===== src/rtl/ni_vc_out_buffer_pkg.sv =====
// Shared NoC parameters for the NI virtual-channel output buffer:
// default geometry, arbiter state encoding and small width helpers.
package ni_vc_out_buffer_pkg;

   localparam int FLIT_WIDTH_DEF = 80;
   localparam int NUM_VC_DEF     = 2;
   localparam int DEPTH_DEF      = 6;
   localparam int LOG_DEPTH_DEF  = 3;

   typedef enum logic {
      ARB_IDLE   = 1'b0,
      ARB_LOCKED = 1'b1
   } arb_state_e;

   // A single-VC build still carries a 1-bit VC field on the link.
   function automatic int vc_idx_width(input int num_vc);
      return (num_vc > 1) ? $clog2(num_vc) : 1;
   endfunction

endpackage : ni_vc_out_buffer_pkg


===== src/rtl/ni_vc_fifo.sv =====
// Per-VC circular FIFO of {tail, flit} entries with a registered full flag.
// Pointers wrap at DEPTH-1, so DEPTH need not be a power of two.
module ni_vc_fifo
   import ni_vc_out_buffer_pkg::*;
#(
   parameter int WIDTH     = FLIT_WIDTH_DEF + 1,
   parameter int DEPTH     = DEPTH_DEF,
   parameter int LOG_DEPTH = LOG_DEPTH_DEF
) (
   input  logic             clk,
   input  logic             rst,
   input  logic             push_i,
   input  logic [WIDTH-1:0] data_i,
   input  logic             pop_i,
   output logic [WIDTH-1:0] head_o,
   output logic             empty_o,
   output logic             full_o
);

   logic [WIDTH-1:0]     mem_q [DEPTH];
   logic [LOG_DEPTH-1:0] wr_ptr_q, wr_ptr_d;
   logic [LOG_DEPTH-1:0] rd_ptr_q, rd_ptr_d;
   logic [LOG_DEPTH:0]   count_q, count_d;
   logic                 full_q, full_d;
   logic                 push_ok, pop_ok;

   function automatic logic [LOG_DEPTH-1:0] ptr_inc(input logic [LOG_DEPTH-1:0] p);
      return (p == LOG_DEPTH'(DEPTH - 1)) ? '0 : p + LOG_DEPTH'(1);
   endfunction

   // A write into a full FIFO is dropped even if a pop frees a slot this cycle.
   assign push_ok = push_i && !full_q;
   assign pop_ok  = pop_i && (count_q != '0);

   always_comb begin
      // NOTE: every always_comb output gets a default first so no path leaves it unassigned (no latch).
      wr_ptr_d = wr_ptr_q;
      rd_ptr_d = rd_ptr_q;
      count_d  = count_q;
      if (push_ok) wr_ptr_d = ptr_inc(wr_ptr_q);
      if (pop_ok)  rd_ptr_d = ptr_inc(rd_ptr_q);
      unique case ({push_ok, pop_ok})
         2'b10:   count_d = count_q + (LOG_DEPTH+1)'(1);
         2'b01:   count_d = count_q - (LOG_DEPTH+1)'(1);
         default: count_d = count_q;
      endcase
      full_d = (count_d == (LOG_DEPTH+1)'(DEPTH));
   end

   // NOTE: state registers use non-blocking assignments so all flops update from pre-edge values.
   always_ff @(posedge clk or negedge rst) begin
      if (!rst) begin
         wr_ptr_q <= '0;
         rd_ptr_q <= '0;
         count_q  <= '0;
         full_q   <= 1'b0;
      end else begin
         wr_ptr_q <= wr_ptr_d;
         rd_ptr_q <= rd_ptr_d;
         count_q  <= count_d;
         full_q   <= full_d;
      end
   end

   // NOTE: storage is not reset; cleared pointers/counters make stale entries unreachable.
   always_ff @(posedge clk) begin
      if (push_ok) mem_q[wr_ptr_q] <= data_i;
   end

   assign head_o  = mem_q[rd_ptr_q];
   assign empty_o = (count_q == '0);
   assign full_o  = full_q;

endmodule : ni_vc_fifo


===== src/rtl/ni_vc_out_buffer.sv =====
// NI output buffer: per-VC FIFOs, packet-locking round-robin arbiter and a
// single link output register with STALL_in backpressure.
module ni_vc_out_buffer
   import ni_vc_out_buffer_pkg::*;
#(
   parameter  int FLIT_WIDTH = FLIT_WIDTH_DEF,
   parameter  int NUM_VC     = NUM_VC_DEF,
   parameter  int DEPTH      = DEPTH_DEF,
   parameter  int LOG_DEPTH  = LOG_DEPTH_DEF,
   localparam int VC_W       = vc_idx_width(NUM_VC)
) (
   input  logic                         clk,
   input  logic                         rst,
   input  logic [NUM_VC*FLIT_WIDTH-1:0] data_in,
   input  logic [NUM_VC-1:0]            write,
   input  logic [NUM_VC-1:0]            tail_in,
   output logic [NUM_VC-1:0]            full,
   output logic [FLIT_WIDTH-1:0]        FLIT_out,
   output logic                         VALID_out,
   output logic [VC_W-1:0]              VC_out,
   output logic                         TAIL_out,
   input  logic                         STALL_in
);

   logic [FLIT_WIDTH:0]   head [NUM_VC];
   logic [NUM_VC-1:0]     empty;
   logic [NUM_VC-1:0]     pop;

   for (genvar v = 0; v < NUM_VC; v++) begin : g_vc
      ni_vc_fifo #(
         .WIDTH     (FLIT_WIDTH + 1),
         .DEPTH     (DEPTH),
         .LOG_DEPTH (LOG_DEPTH)
      ) u_fifo (
         .clk     (clk),
         .rst     (rst),
         .push_i  (write[v]),
         .data_i  ({tail_in[v], data_in[v*FLIT_WIDTH +: FLIT_WIDTH]}),
         .pop_i   (pop[v]),
         .head_o  (head[v]),
         .empty_o (empty[v]),
         .full_o  (full[v])
      );
   end

   arb_state_e            state_q, state_d;
   logic [VC_W-1:0]       lock_vc_q, lock_vc_d;
   logic [VC_W-1:0]       last_vc_q, last_vc_d;
   logic [FLIT_WIDTH-1:0] flit_q, flit_d;
   logic [VC_W-1:0]       vc_q, vc_d;
   logic                  tail_q, tail_d;
   logic                  valid_q, valid_d;

   logic [NUM_VC-1:0]     eligible;
   logic                  grant_valid;
   logic [VC_W-1:0]       grant_vc;
   logic [FLIT_WIDTH:0]   grant_head;
   logic                  load_en;

   // While a packet is locked only its VC may win, so packets never interleave.
   always_comb begin
      eligible = ~empty;
      if (state_q == ARB_LOCKED) eligible = ~empty & (NUM_VC'(1) << lock_vc_q);
      grant_valid = 1'b0;
      grant_vc    = '0;
      for (int i = 1; i <= NUM_VC; i++) begin
         if (!grant_valid && eligible[(int'(last_vc_q) + i) % NUM_VC]) begin
            grant_valid = 1'b1;
            grant_vc    = VC_W'((int'(last_vc_q) + i) % NUM_VC);
         end
      end
   end

   assign grant_head = head[grant_vc];
   assign load_en    = !valid_q || !STALL_in;

   always_comb begin
      state_d   = state_q;
      lock_vc_d = lock_vc_q;
      last_vc_d = last_vc_q;
      flit_d    = flit_q;
      vc_d      = vc_q;
      tail_d    = tail_q;
      valid_d   = valid_q;
      pop       = '0;
      if (load_en) begin
         valid_d = grant_valid;
         if (grant_valid) begin
            pop[grant_vc] = 1'b1;
            {tail_d, flit_d} = grant_head;
            vc_d      = grant_vc;
            last_vc_d = grant_vc;
            if (grant_head[FLIT_WIDTH]) begin
               state_d = ARB_IDLE;
            end else begin
               state_d   = ARB_LOCKED;
               lock_vc_d = grant_vc;
            end
         end
      end
   end

   always_ff @(posedge clk or negedge rst) begin
      if (!rst) begin
         state_q   <= ARB_IDLE;
         lock_vc_q <= '0;
         last_vc_q <= VC_W'(NUM_VC - 1);
         flit_q    <= '0;
         vc_q      <= '0;
         tail_q    <= 1'b0;
         valid_q   <= 1'b0;
      end else begin
         state_q   <= state_d;
         lock_vc_q <= lock_vc_d;
         last_vc_q <= last_vc_d;
         flit_q    <= flit_d;
         vc_q      <= vc_d;
         tail_q    <= tail_d;
         valid_q   <= valid_d;
      end
   end

   assign FLIT_out  = flit_q;
   assign VC_out    = vc_q;
   assign TAIL_out  = tail_q;
   assign VALID_out = valid_q;

endmodule : ni_vc_out_buffer


===== config.mk =====
export PLATFORM = sky130hd
export DESIGN_NAME = ni_vc_out_buffer
export DESIGN_NICKNAME = d
export VERILOG_FILES = /design/src/rtl/ni_vc_out_buffer_pkg.sv /design/src/rtl/ni_vc_fifo.sv /design/src/rtl/ni_vc_out_buffer.sv
export SDC_FILE = /design/constraint.sdc
export NUM_CORES = 1
export LEC_CHECK = 0
export BUFFER_PORTS_ARGS = -buffer_cell sky130_fd_sc_hd__buf_2
export CELL_PAD_IN_SITES_DETAIL_PLACEMENT = 1
export CELL_PAD_IN_SITES_GLOBAL_PLACEMENT = 1
export CORE_AREA = 2 2 348 350
export DETAILED_ROUTE_END_ITERATION = 6
export DIE_AREA = 0 0 350 352
export PLACE_DENSITY_LB_ADDON = 0.1
export SLEW_MARGIN = 20
export SYNTH_ARGS = -nofsm -noshare
export SYNTH_HDL_FRONTEND = slang
export SYNTH_SLANG_ARGS = --single-unit

===== constraint.sdc =====
create_clock -name clk -period 12 [get_ports clk]
set_input_delay 1.8 -clock clk [delete_from_list [all_inputs] [get_ports clk]]
set_output_delay 1.8 -clock clk [all_outputs]
set_load 0.005 [all_outputs]

==> results.yml <==
global_route:
  antenna_found_initial: 54
  grt_pass1_wl_um: 170000
  grt_max_degree: 128
  grt_pass1_vias: 24500
  grt.total_usage_pct: 18.8
  grt_overflow_total: 0
setup_path:
  cp_max_fo: 49
  cp-end-kind: "register"
  worstPathRequired_ns: 12.61
  worstSetupStartpointType: "input port"
  crit_type: "in2reg"
  cp.arrival_ns: 5.34
pwr:
  power_density_mw_per_mm2: 256
  ir_drop_uv: 188
  p_leak_nw: 17.1
logic_synthesis:
  synth.most_common_cell: "edfxtp_1"
  ys_seq_area_share_pct: 76.8
  synthCells: 2350
  async_flop_share_pct: 10.0
  avgSynthCellArea_um2: 17.7
  synth-edff-count: 972
  ys_top_cells_by_area: "edfxtp_1, mux2i_1, dfrtp_1, mux2_2, mux4_2"
  yosysTopAreaCellShare_pct: 70.3
  synth_area_leader_cell: "edfxtp_1"
  netlist_area_mm2: 0.0415
  yosys_warnings: 0
  synth_commonest_cells: "edfxtp_1, mux2i_1, o22ai_1"
  synthFlopType: "edfxtp_1"
  synth.distinct_cells: 53
  syn_nets: 2525
  ys_seq_elements: 1080
die:
  io_pins: 252
  rows: 127
  die_h_um: 352
  dieArea_mm2: 0.123
  die_w_um: 350
  core_area_mm2: 0.119
  start_util_pct: 34.8
sta:
  setup_tns_ns: 0
  whs_ns: 0.497
  rsz0062_at_grt: "false"
  finalSetupViolCount: 0
  report.final.slew_viol_count: 0
  post-route-min-period_ns: 4.74
  clock.fmax_mhz: 211
  finClkSkew_ns: 0.0138
  report.final.hold_viol_count: 0
  slew_headroom_pct: 27.7
  final.period_utilization_pct: 39.5
  max_slew.worst_pin.slew_ns: 1.08
clock_tree:
  clkTransAtPathRegs_ns: 0.06
  clkSinkCount: 1080
  postCtsSetupRepairBufs: 0
  cts_root_buf: "clkbuf_16"
  cts_resized: 0
  clock_path_buffers: 3
  clk_latency_ns: 0.70
  cts_tree: "done"
  cts_max_level: 3
  postCtsHoldBufs: 0
  numCtsBuffers: 117
final_layout:
  final_net_count: 2797
  area_growth_pct: 17.0
  drive_gt1_share_pct: 23.4
  n_fill_cell: 11600
place:
  place_congestion: 0.708
  hpwl_um: 66600
  portBuffers: 251
job:
  drv_cap: 0
route:
  drt-total-wl_um: 116000
  drtIter0Drc: 1440
  antenna_left: 0
  routedWlPerCell_um: 26.7
  viasPerCell: 5.14
  drc_errors: 0
  drt_first_pass_iters: 5
  vias: 22400
outcome:
  run_status: "completed"
worst_hold_path:
  hold_class: "reg2reg"
==> worst max-delay path: stages <==
cell	delay, ns
buf_2	0.11
and2_1	0.20
o32ai_4	0.79
nand2_4	0.70
inv_1	0.19
ha_1	0.29
ha_1	0.27
a21o_1	0.18
a21oi_1	0.21
mux2i_1	0.35
mux2i_1	0.24
==> sequential cells by signal (all words and copies together), names as in the netlist <==
register and cells:
VALID_out 1, g_vc.u_fifo.full_o 2, g_vc.u_fifo.rd_ptr_q 6, last_vc_q 1, TAIL_out 1, g_vc.u_fifo.wr_ptr_q 6
VC_out 1, g_vc.u_fifo.count_q 8, g_vc.u_fifo.mem_q 972, lock_vc_q 1, state_q 1, FLIT_out 80
==> worst paths after layout <==
path                                            start                    endpoint  slack [ns]  depth (start not counted)
setup / recovery                             STALL_in       g_vc[1].u_fifo.full_o        7.26                         11
hold reg to reg            g_vc[0].u_fifo.wr_ptr_q[0]  g_vc[0].u_fifo.wr_ptr_q[0]        0.50                          1
max in group asynchronous                         rst                FLIT_out[27]        9.19                          3
min in group asynchronous                         rst                FLIT_out[41]        1.00                          1
setup reg to reg            g_vc[0].u_fifo.count_q[0]       g_vc[1].u_fifo.full_o        7.57                         10
hold / removal             g_vc[0].u_fifo.wr_ptr_q[0]  g_vc[0].u_fifo.wr_ptr_q[0]        0.50                          1
==> placed cells by master, fill, tap and decap left out, types with 4 or more instances in the layout <==
| master | netlist | routed |
|---|---|---|
| edfxtp_1 | 972 | 972 |
| mux2i_1 | 338 | 338 |
| buf_2 | 32 | 250 |
| o22ai_1 | 125 | 125 |
| clkbuf_16 | 0 | 117 |
| nand4_1 | 106 | 106 |
| dfrtp_1 | 107 | 103 |
| nand2_1 | 90 | 90 |
| mux2_2 | 86 | 86 |
| nor2_1 | 90 | 83 |
| o21ai_0 | 75 | 75 |
| a21oi_1 | 49 | 49 |
| buf_4 | 15 | 43 |
| clkbuf_1 | 75 | 37 |
| o211ai_1 | 35 | 35 |
| mux4_2 | 35 | 35 |
| clkbuf_8 | 0 | 27 |
| diode_2 | 0 | 17 |
| clkinv_2 | 0 | 17 |
| o211ai_2 | 10 | 10 |
| o21ai_1 | 9 | 9 |
| xnor2_1 | 8 | 8 |
| nor2_4 | 0 | 7 |
| inv_1 | 6 | 6 |
| nand2b_1 | 8 | 6 |
| a21o_1 | 6 | 6 |
| ha_1 | 6 | 6 |
| clkinv_1 | 0 | 6 |
| bufinv_16 | 0 | 6 |
| nor2b_1 | 5 | 5 |
| clkinvlp_4 | 0 | 4 |
==> final cells by class <==
type | count | area, um2 | area share, %
sequential | 1080 | 31900 | 65.7
antenna | 17 | 42.5 | 0.0876
tap | 1612 | 2020 | 4.15
multi-input combinational | 1119 | 9070 | 18.7
inverter | 8 | 35.0 | 0.0721
timing repair buffer | 296 | 1630 | 3.35
clock inverter | 42 | 434 | 0.894
clock buffer | 181 | 3440 | 7.08
==> logic make-up (layout without fill, tap and decap cells) <==
family / count (synthesis) / after routing / synth area share [%]
xor+xnor: 10 / 10 / 0.211
other cells: 0 / 17 / 0
simple gates: 318 / 318 / 3.76
buf+inv: 151 / 527 / 1.63
flops: 1080 / 1080 / 76.8
mux: 459 / 459 / 12.4
compound gates: 324 / 324 / 4.91
fa+ha+maj: 8 / 8 / 0.277
==> where the power goes <==
part           total (mW)  leakage (nW)  internal (mW)  switching, mW
clock network        3.57          1.90           2.10           1.47
logic                3.66          5.03           1.29           2.37
registers            5.20          10.2           4.86          0.338
total                12.4          17.1           8.25           4.18
==> per-stage QoR <==
stage          power (mW)  instances  setup WS (ns)  cell area, um2  utilization, %
2_1_floorplan        7.65       2350           1.70           41500               -
3_3_place_gp         8.94       4115           6.58           44600            37.4
3_5_place_dp         9.04       4115           6.50           44700            37.4
4_1_cts              12.7       4338           7.25           48500            40.7
5_1_grt              13.1       4344           7.01           48500            40.7
6_report             12.4       4355           7.26           48600            40.7
==> per-layer routing <==
layer | track usage (%) | share of wire, %
met5 | 0 | 0.20
met4 | 5.02 | 2.1
met3 | 3.63 | 4.8
met2 | 31.8 | 50
met1 | 24.6 | 43
No activity file was read; power rests on OpenSTA's default activity.
